===== config.mk =====
export PLATFORM = sky130hd
export DESIGN_NAME = cpu_spm_copy_flat
export DESIGN_NICKNAME = d
export VERILOG_FILES = /design/src/rtl/cpu_spm_copy_if.sv /design/src/rtl/cpu_spm_copy.sv /design/src/flat_wrapper.sv
export SDC_FILE = /design/constraint.sdc
export NUM_CORES = 1
export LEC_CHECK = 0
export BUFFER_PORTS_ARGS = -buffer_cell sky130_fd_sc_hd__buf_2
export CAP_MARGIN = 20
export CORE_MARGIN = 4
export CORE_UTILIZATION = 25
export DETAILED_ROUTE_END_ITERATION = 8
export PLACE_DENSITY = 0.5
export SLEW_MARGIN = 20
export SYNTH_ARGS = -nofsm -noshare
export SYNTH_HDL_FRONTEND = slang
export SYNTH_SLANG_ARGS = --single-unit

===== constraint.sdc =====
create_clock -name clk -period 3.2 [get_ports clk]
set_input_delay 0.64 -clock clk [delete_from_list [all_inputs] [get_ports clk]]
set_output_delay 0.64 -clock clk [all_outputs]
set_load 0.05 [all_outputs]

===== src/rtl/cpu_spm_copy_if.sv =====
// SPM port B bundle: the copy engine is the master and the SPM is the slave.
interface cpu_spm_copy_if #(
  parameter int ADDR_W = 12,
  parameter int DATA_W = 32
);
  logic              spm_gnt;
  logic [ADDR_W-1:0] spm_addr;
  logic              spm_as_n;
  logic              spm_rw;
  logic [DATA_W-1:0] spm_wr_data;
  logic [DATA_W-1:0] spm_rd_data;

  modport master (
    input  spm_gnt, spm_rd_data,
    output spm_addr, spm_as_n, spm_rw, spm_wr_data
  );

  modport slave (
    input  spm_addr, spm_as_n, spm_rw, spm_wr_data,
    output spm_rd_data
  );
endinterface


===== src/rtl/cpu_spm_copy.sv =====
// Word-by-word SPM block copy engine on a shared, grant-gated port: 2 cycles/word, 2N+2 start-to-done.
// Optional SPM_COPY_FILL_EN adds a pattern-fill mode (1 cycle/word) via fill_mode/fill_data.
module cpu_spm_copy #(
  parameter int ADDR_W = 12,
  parameter int DATA_W = 32,
  parameter int LEN_W  = 13
) (
  input  logic              clk,
  input  logic              reset,
  input  logic              start,
  input  logic [ADDR_W-1:0] src_addr,
  input  logic [ADDR_W-1:0] dst_addr,
  input  logic [LEN_W-1:0]  len,
`ifdef SPM_COPY_FILL_EN
  input  logic              fill_mode,
  input  logic [DATA_W-1:0] fill_data,
`endif
  output logic              busy,
  output logic              done,
  cpu_spm_copy_if.master    spm
);

  typedef enum logic [1:0] {IDLE, RD, WR, FIN} state_t;

  state_t            state;
  logic [ADDR_W-1:0] src_ptr;
  logic [ADDR_W-1:0] dst_ptr;
  logic [LEN_W-1:0]  remaining;
  logic              rd_pend;
  logic [DATA_W-1:0] data_q;
  logic              fill_q;
  logic              start_fill;
  logic [DATA_W-1:0] copy_data;

`ifdef SPM_COPY_FILL_EN
  logic [DATA_W-1:0] fill_data_q;

  assign start_fill = fill_mode;

  always_ff @(posedge clk or posedge reset) begin
    if (reset) begin
      fill_data_q <= '0;
    end else if (state == IDLE && start) begin
      fill_data_q <= fill_data;
    end
  end

  assign spm.spm_wr_data = fill_q ? fill_data_q : copy_data;
`else
  assign start_fill      = 1'b0;
  assign spm.spm_wr_data = copy_data;
`endif

  // Read data is forwarded straight through in the cycle it arrives so the
  // write can follow immediately; data_q covers writes delayed by grant loss.
  assign copy_data = rd_pend ? spm.spm_rd_data : data_q;

  always_ff @(posedge clk or posedge reset) begin
    if (reset) begin
      state     <= IDLE;
      busy      <= 1'b0;
      done      <= 1'b0;
      src_ptr   <= '0;
      dst_ptr   <= '0;
      remaining <= '0;
      rd_pend   <= 1'b0;
      data_q    <= '0;
      fill_q    <= 1'b0;
    end else begin
      done    <= 1'b0;
      rd_pend <= 1'b0;
      if (rd_pend) begin
        data_q <= spm.spm_rd_data;
      end
      case (state)
        IDLE: begin
          if (start) begin
            src_ptr   <= src_addr;
            dst_ptr   <= dst_addr;
            remaining <= len;
            fill_q    <= start_fill;
            busy      <= 1'b1;
            if (len == '0) begin
              state <= FIN;
            end else if (start_fill) begin
              state <= WR;
            end else begin
              state <= RD;
            end
          end
        end
        RD: begin
          if (spm.spm_gnt) begin
            src_ptr <= src_ptr + ADDR_W'(1);
            rd_pend <= 1'b1;
            state   <= WR;
          end
        end
        WR: begin
          if (spm.spm_gnt) begin
            dst_ptr   <= dst_ptr + ADDR_W'(1);
            remaining <= remaining - LEN_W'(1);
            if (remaining == LEN_W'(1)) begin
              state <= FIN;
            end else if (fill_q) begin
              state <= WR;
            end else begin
              state <= RD;
            end
          end
        end
        FIN: begin
          done  <= 1'b1;
          busy  <= 1'b0;
          state <= IDLE;
        end
        default: state <= IDLE;
      endcase
    end
  end

  // Strobes are gated by the grant combinationally so a lost grant is honoured in the same cycle.
  always_comb begin
    spm.spm_addr = '0;
    spm.spm_as_n = 1'b1;
    spm.spm_rw   = 1'b1;
    case (state)
      RD: begin
        spm.spm_addr = src_ptr;
        spm.spm_as_n = ~spm.spm_gnt;
        spm.spm_rw   = 1'b1;
      end
      WR: begin
        spm.spm_addr = dst_ptr;
        spm.spm_as_n = ~spm.spm_gnt;
        spm.spm_rw   = 1'b0;
      end
      default: begin
        spm.spm_addr = '0;
        spm.spm_as_n = 1'b1;
        spm.spm_rw   = 1'b1;
      end
    endcase
  end

endmodule

===== src/flat_wrapper.sv =====
// flat-port wrapper written by rule: the top's interface ports become plain ports
module cpu_spm_copy_flat 
#(
  parameter int ADDR_W = 12,
  parameter int DATA_W = 32,
  parameter int LEN_W  = 13
)
  (clk, reset, start, src_addr, dst_addr, len, busy, done, spm_spm_gnt, spm_spm_rd_data, spm_spm_addr, spm_spm_as_n, spm_spm_rw, spm_spm_wr_data);
  cpu_spm_copy_if #(.ADDR_W(ADDR_W), .DATA_W(DATA_W)) spm_i ();
  input  logic clk;
  input  logic reset;
  input  logic start;
  input  logic [ADDR_W-1:0] src_addr;
  input  logic [ADDR_W-1:0] dst_addr;
  input  logic [LEN_W-1:0] len;
  output logic busy;
  output logic done;
  input wire logic [$bits(spm_i.spm_gnt)-1:0] spm_spm_gnt;
  input wire logic [$bits(spm_i.spm_rd_data)-1:0] spm_spm_rd_data;
  output wire logic [$bits(spm_i.spm_addr)-1:0] spm_spm_addr;
  output wire logic [$bits(spm_i.spm_as_n)-1:0] spm_spm_as_n;
  output wire logic [$bits(spm_i.spm_rw)-1:0] spm_spm_rw;
  output wire logic [$bits(spm_i.spm_wr_data)-1:0] spm_spm_wr_data;
  assign spm_i.spm_gnt = spm_spm_gnt;
  assign spm_i.spm_rd_data = spm_spm_rd_data;
  assign spm_spm_addr = spm_i.spm_addr;
  assign spm_spm_as_n = spm_i.spm_as_n;
  assign spm_spm_rw = spm_i.spm_rw;
  assign spm_spm_wr_data = spm_i.spm_wr_data;
  cpu_spm_copy #(.ADDR_W(ADDR_W), .DATA_W(DATA_W), .LEN_W(LEN_W)) u_core (.clk(clk), .reset(reset), .start(start), .src_addr(src_addr), .dst_addr(dst_addr), .len(len), .busy(busy), .done(done), .spm(spm_i));
endmodule

======== After elaboration in Yosys (flattened, before gate mapping) ========
Index checks and enable logic that the tools add are counted.
Widths: inputs -> output; s select.
word-level totals
  register bits ........................... 74
  bits in latches ......................... 0
  RAM bits ................................ 0
  ROM bits ................................ 0
  input port bits ......................... 73
  output and inout bits ................... 48
  word-level logic and storage cells ...... 53
  memories kept ........................... 0
cells by class
  $add $sub $neg .......................... 3
  multiply operators ...................... 0
  div/mod/pow operators ................... 0
  $lt $le $gt $ge ......................... 0
  equality and inequality tests ........... 7
  shift-type cells ........................ 0
  muxes and demuxes ....................... 24
  bitwise logic cells ..................... 1
  reduce and logical (&&, ||, !) cells .... 10
operators with widths
  kind                   count
  $pmux 12 s2            3
  $mux 12                4
  $mux 32                1
  $mux 13                2
  $pmux 13 s2            1
  $add 12x1->12 const B  2
  $eq 13x1->1 const B    1
  $logic_not 13->1       1
  $sub 13x1->13 const B  1
  $mux 2                 5
  $reduce_and 3->1       3
  $pmux 2 s4             1
  $mux 1                 6
  $ne 2x2->1 const B     3
  $reduce_bool 2->1      3
  $eq 2x2->1 const B     2
  $eq 2x1->1 const B     1
  $logic_not 2->1        1
  $pmux 1 s2             1
  $reduce_and 2->1       1
  $reduce_or 2->1        1
  $not 1->1              1

======== Depth between registers and ports, before layout ========
Gate-level depths: netlist of the first run.
  word-level depth ........................ 4
  depth in mapped cells ................... 8

======== Worst setup path before layout of the first run ========
OpenSTA, ideal clock, no wires.
  kind .................................... reg-to-output
  start ................................... reg u_core.state[1]
  end ..................................... out spm_spm_addr[4]
  data arrival time ....................... 2.442 ns
  setup slack ............................. 0.118 ns
  cell stages (with the launch flop) ...... 7
  cells stage by stage .................... dfrtp_1 inv_1 ha_1 clkbuf_1 clkbuf_1 nand2_1 a21boi_0
between the ends
  longest elaborated chain between the ends .. 2
  elaborated cells on any way between the ends .. 3
  classes of those cells .................. 2 x eq/ne; 1 x mux
RTL lines
  item                                             line                 source
  from (decl)                                      cpu_spm_copy.sv:25   state_t state;
  from (signal assigned)                           cpu_spm_copy.sv:60   state <= IDLE;
  from (signal assigned)                           cpu_spm_copy.sv:84   state <= FIN;
  from (signal assigned)                           cpu_spm_copy.sv:86   state <= WR;
  $eq 2x2->1 / $eq 2x1->1 (equally long branches)  cpu_spm_copy.sv:127  case (state)
  $pmux 12 s2 *                                    cpu_spm_copy.sv:127
  to (decl)                                        flat_wrapper.sv:20   output wire logic [$bits(spm_i.spm_addr)-1:0] spm_spm_addr;
Mark *: on every way between the ends. The rest lies on a longest branch, timed or not.

======== Worst setup path in the final report of the first run ========
  start ................................... reg u_core.state[0]
  end ..................................... out spm_spm_addr[8]
Same word-level chain as after synthesis.

==> results.tsv, run 1 <==
metric	value	unit
place_inst	740	
clkTransAtPathRegs	0.06	ns
place_ws	0.5118	ns
coreArea	16120	um2
leakage	2.298	nW
setup_slack	0.3975	ns
n_fill_cell	1685	
tns	0	ns
antenna_left	0	
synth_nets	507	
track_usage	13.60	%
antenna_found_initial	0	
hold_viol	0	
initial_utilization	25.90	%
ys_types	60	
r2r_slack	0.56	ns
rr_startpoint	u_core.state[0]	
cts_setup_buffers	0	
drive_above_1_share	36.18	%
clock-root-buffer	clkbuf_16	
async_flop_share	100.0	%
seq_area_frac_synth	44.36	%
maxSlewViolCount	0	
internal-power	3.282	mW
synth_edf_count	0	
die-area	18830	um2
critPathMaxStageDelay	0.43	ns
yosysTopAreaCell	dfrtp_1	
r2r-end	u_core.remaining[0]	
layout.nets	616	
switching_power	3.488	mW
r2r_cells	7	
period_needed	2.803	ns
slew-limit-headroom	32.09	%
drc_errors	0	
syn_area_per_cell	9.798	um2
tightestPinTransition	1.015	ns
io_pins	121	
rows	46	
dr.pass1.iters	5	
fin_util	32.68	%
initialDrtViolationCount	204	
insertion_delay	0.34	ns
antenna_cells	0	
htreeDepth	3	
grt_max_degree	47	
vias_per_cell	4.966	
clk_path_buf_depth	2	
finalCritPeriodShare	87.58	%
synth_common_cells	74 x dfrtp_1, 34 x nand2_1, 32 x mux2_2	
vias	3749	
p_clk_share	15.0	%
powerDensity	1286	nW/um2
ys_warn_count	0	
rsz0062_at_grt	false	
place.gp.congestion	0.8509	
vdd_drop_max	0.5695	mV
worstSetupPathType	flop to output pin	
yosys_most_used_dff	dfrtp_1	
post-dp-hpwl	9520	um
die_h	137.2	um
crit_chain	inv_1, ha_1, buf_4, nand2_1, a21boi_0, buf_2	
p_seq_share	27.0	%
grt_overflow	0	
crit_arrival	2.16	ns
status	complete, no violations	
cp_slowest_cell	ha_1	
cp-start-kind	flop	
synth_most_common_cell	dfrtp_1	
cts_tree	yes	
cts_made_buffers	9	
cp.required	2.56	ns
ys_seq_elements	74	
endpoint_kind	output pin	
die_x	137.2	um
synthesis.area	4174	um2
grt_pass1_wl	19950	um
fmax	0.3568	GHz
synth_top_area_share	44.36	%
pwr-share-comb	57.9	%
skew	0.008131	ns
port_buffers	120	
netlist_instances	426	
grt_pass1_vias	3748	
drv_cap	0	
synthTopCellsByArea	dfrtp_1 44%, mux2_2 8.6%, nand2_1 3.1%, mux2i_1 2.6%, o22ai_1 2.5%	
wirelength	12670	um
cts_sinks	74	
final_cells	755	
switching_share	51.52	%
post_drt_wl_per_cell	16.78	um
min_path_type	primary input to asynchronous set/reset pin	
area_delta_synth_final	26.17	%
crit_path_max_fanout	15	
setup_viol	0	
==> state kept, by name (all words and copies together), names as in the netlist <==
signal,cells
u_core.rd_pend,1
u_core.busy,1
u_core.done,1
u_core.dst_ptr,12
u_core.remaining,13
u_core.data_q,32
u_core.src_ptr,12
u_core.state,2
==> per-stage QoR <==
step	instance area [um2]	hold WS, ns	total power, mW
2_1_floorplan	4174	0.4954	4.872
3_3_place_gp	4970	0.4790	5.725
3_5_place_dp	4970	0.4839	5.781
4_1_cts	5264	0.4321	6.830
5_1_grt	5266	0.4732	7.229
6_report	5266	0.4019	6.770
==> cells by family after synthesis <==
logic type / after synthesis / synth area share (%)
compound gates: 109 / 17.57
simple gates: 145 / 19.16
fa+ha+maj: 8 / 2.398
mux: 43 / 11.27
buf+inv: 47 / 5.246
flops: 74 / 44.36
==> how the worst max path moves through the flow <==
stage	startpoint	to	cells past startpoint
after floorplan	u_core.state[1]	spm_spm_addr[4]	6
after global placement	u_core.state[1]	spm_spm_addr[9]	5
after detailed placement	u_core.state[1]	u_core.src_ptr[0]	6
after CTS	u_core.state[1]	spm_spm_addr[9]	5
after global routing	u_core.state[0]	spm_spm_addr[8]	6
final	u_core.state[0]	spm_spm_addr[8]	6
==> final cells by class <==
cell class	instances	area [um2]	share of cell area (%)
clock buffer	10	239.0	4.538
clock inverter	5	55.05	1.045
inverter	15	56.30	1.069
multi-input combinational	305	2106	39.99
sequential	74	1852	35.16
tap	216	270.3	5.132
timing repair buffer	130	688.2	13.07
==> worst max-delay path: cells and delay by family, from the launching register on <==
kind / cells / cell delay [ns]
AOI/OAI and AO/OA: 1 / 0.20
adders and majority gates: 1 / 0.43
buffers and inverters: 3 / 0.69
DFF: 1 / 0.40
and+or+nand+nor: 1 / 0.10
==> placed cells by master, fill, tap and decap left out, types with 7 or more instances in the layout <==
master,n
buf_2,120
dfrtp_1,74
nand2_1,34
mux2_2,32
nor2_1,27
a21oi_1,20
nand3_1,19
o21ai_0,18
o22ai_1,17
inv_1,14
mux2i_1,11
nand4_1,10
nor2b_1,10
clkbuf_16,9
buf_4,9
nor3_1,8
a31oi_1,7
ha_1,7
==> metal layers <==
| metal | GRT usage [%] | vias up | wire length, um | part of all wire, % |
|---|---|---|---|---|
| met5 | 0 | - | 0 | 0 |
| met4 | 6.319 | 0 | 368 | 2.9 |
| met3 | 2.374 | 21 | 754 | 6.0 |
| met2 | 21.55 | 134 | 5879 | 46 |
| met1 | 18.07 | 1808 | 5665 | 45 |
| li1 | - | 1786 | - | - |
==> repair_timing <==
action                     CTS  global route
setup endpoints to repair    0             4
gates resized for setup      0             1
hold buffers                 0             0
==> power groups by stage <==
stage | logic [mW] | registers [mW] | clock network [mW]
after global routing | 4.24 | 1.90 | 1.09
after floorplan | 3.18 | 1.69 | 0
after global placement | 3.90 | 1.83 | 0
final | 3.92 | 1.83 | 1.02
after detailed placement | 3.94 | 1.84 | 0
after CTS | 3.95 | 1.83 | 1.06
Power figures use the tool's default switching activity.
==> run 2: changes to the inputs <==
--- a/config.mk
+++ b/config.mk
@@ -8,9 +8,9 @@
 export BUFFER_PORTS_ARGS = -buffer_cell sky130_fd_sc_hd__buf_2
 export CAP_MARGIN = 20
 export CORE_MARGIN = 4
-export CORE_UTILIZATION = 25
+export CORE_UTILIZATION = 52
 export DETAILED_ROUTE_END_ITERATION = 8
-export PLACE_DENSITY = 0.5
+export PLACE_DENSITY = 0.86
 export SLEW_MARGIN = 20
 export SYNTH_ARGS = -nofsm -noshare
 export SYNTH_HDL_FRONTEND = slang
==> run 2 against run 1 <==
  * Cell count fell by 15%
  * Clock-buffer cell count did not move
  * Die area fell by 49%
  * First-iteration DRC count is 36% higher
  * Critical path type unchanged
==> results.tsv, run 2 (same netlist as run 1, synthesis figures left out) <==
metric	value	unit	change
status	complete, no violations		
finalCritPeriodShare	85.01	%	-2.6 points
antenna_left	0		unchanged
post_cts_resized	0		unchanged
p_clk_share	10.4	%	-4.6 points
n_fill_cell	655		-61%
cts_setup_buffers	0		unchanged
period_needed	2.720	ns	-0.08211 ns
io_pins	121		unchanged
top_register	u_core.data_q		
initialDrtViolationCount	277		+36%
setup_viol	0		unchanged
internal-power	2.987	mW	-9.0%
maxSlewViolCount	0		unchanged
critPathBufInv	2		-1
die-area	9525	um2	-49%
insertion_delay	0.34	ns	about the same
initial_utilization	53.74	%	+28 points
powerDensity	1273	nW/um2	-0.95%
final_common_cell	buf_2		
drive_above_1_share	36.30	%	+0.12 points
grt_pass1_wl	17930	um	-10%
critPathMaxStageDelay	0.56	ns	+0.13 ns
stdcell_area	5030	um2	-4.5%
power	6.404	mW	-5.4%
pwr-share-comb	61.1	%	+3.2 points
endpoint_kind	output pin		
switching_power	3.417	mW	-2.0%
cts_sinks	74		unchanged
p_seq_share	28.5	%	+1.5 points
wirelength	10760	um	-15%
layout.nets	616		unchanged
vdd_drop_max	0.7394	mV	+30%
hold_viol	0		unchanged
largest_register_ffs	32		unchanged
htreeDepth	3		unchanged
min_path_type	primary input to asynchronous set/reset pin		
clk_path_buf_depth	2		unchanged
vias	3832		+2.2%
rsz0062_at_grt	false		
post_drt_wl_per_cell	16.76	um	about the same
place.gp.congestion	0.8912		+4.7%
tns	0	ns	unchanged
drv_cap	0		unchanged
die_x	97.60	um	-29%
antenna_found_initial	0		unchanged
leakage	2.252	nW	-2.0%
grt_pass1_vias	3746		-0.053%
die_h	97.60	um	-29%
fin_util	64.76	%	+32 points
cts_made_buffers	9		unchanged
place_area	4840	um2	-2.6%
switching_share	53.36	%	+1.8 points
slew-limit-headroom	47.78	%	+16 points
tightestPinTransition	0.7821	ns	-0.2332 ns
antenna_cells	0		unchanged
multiInputGateArea	2106	um2	unchanged
cp.required	2.56	ns	about the same
register_area	1852	um2	unchanged
cp_top_family	adder cells		
crit_arrival	2.08	ns	-0.08 ns
cts_tree	yes		
layout_common_cells	120 x buf_2, 74 x dfrtp_1, 34 x nand2_1		
clock-root-buffer	clkbuf_8		
cp-start-kind	flop		
track_usage	22.71	%	+9.1 points
grt_overflow	0		unchanged
dr.pass1.iters	5		unchanged
port_buffers	120		unchanged
crit_chain	inv_1, ha_2, nand2_1, a21boi_0, buf_2		
reg_top3	u_core.data_q (32), u_core.remaining (13)		
skew	0.01198	ns	+0.003850 ns
post-dp-hpwl	7970	um	-16%
worstSetupPathType	flop to output pin		
crit_path_max_fanout	32		+17
rows	32		-30%
hold_buffers	0		unchanged
vias_per_cell	5.969		+20%
coreArea	7767	um2	-52%
fmax	0.3676	GHz	+3.0%
drc_errors	0		unchanged
area_delta_synth_final	20.50	%	
clkTransAtPathRegs	0.08	ns	+0.02 ns
cp_slowest_cell	ha_2		
grt_max_degree	43		-8.5%
-- run 2: worst paths after layout --
check	start	end	slack [ns]	depth (start not counted)
worst max-delay path	u_core.state[1]	spm_spm_addr[9]	0.48	5
worst min-delay path	reset	u_core.remaining[11]	0.44	2
worst max register to register	u_core.state[0]	u_core.remaining[10]	0.75	7
worst min register to register	u_core.data_q[21]	u_core.data_q[21]	0.50	1
max in group asynchronous	reset	u_core.data_q[6]	2.10	3
min in group clk	u_core.data_q[21]	u_core.data_q[21]	0.50	1
-- run 2: worst register-to-register path, stage by stage (launching register included) --
cell and delay (ns):
dfrtp_1 0.39, inv_1 0.09, ha_1 0.29, buf_12 0.21, inv_1 0.37, nand3_1 0.53, o32a_2 0.34, o211a_1 0.12
-- run 2: power groups by stage --
stage / combinational (mW) / sequential, mW / clock (mW)
floorplan: 3.18 / 1.69 / 0
global placement: 3.79 / 1.80 / 0
detailed placement: 3.90 / 1.83 / 0
CTS: 3.90 / 1.81 / 0.687
global route: 4.22 / 1.89 / 0.724
finish: 3.91 / 1.82 / 0.667
-- run 2: cell type report --
class                           count  share of cell area [%]
Multi-Input combinational cell    305                   41.87
Tap cell                          102                   2.537
Clock buffer                       10                   2.736
Timing Repair Buffer              130                   13.93
Inverter                           15                   1.119
Sequential cell                    74                   36.82
Clock inverter                      6                  0.9950
-- run 2: metrics by stage --
| step | instances | setup slack, ns | hold WS [ns] |
|---|---|---|---|
| floorplan | 426 | 0.1178 | 0.4954 |
| global placement | 626 | 0.6562 | 0.4757 |
| detailed placement | 626 | 0.5344 | 0.4841 |
| CTS | 642 | 0.1751 | 0.4672 |
| global route | 642 | 0.3584 | 0.4958 |
| finish | 642 | 0.4796 | 0.4435 |
-- run 2: metal layers --
| layer | track usage, % | vias up | wire [um] |
|---|---|---|---|
| met5 | 0 | - | 0 |
| met4 | 9.478 | 0 | 324 |
| met3 | 5.025 | 33 | 893 |
| met2 | 36.32 | 209 | 5003 |
| met1 | 29.81 | 1799 | 4541 |
| li1 | - | 1791 | - |
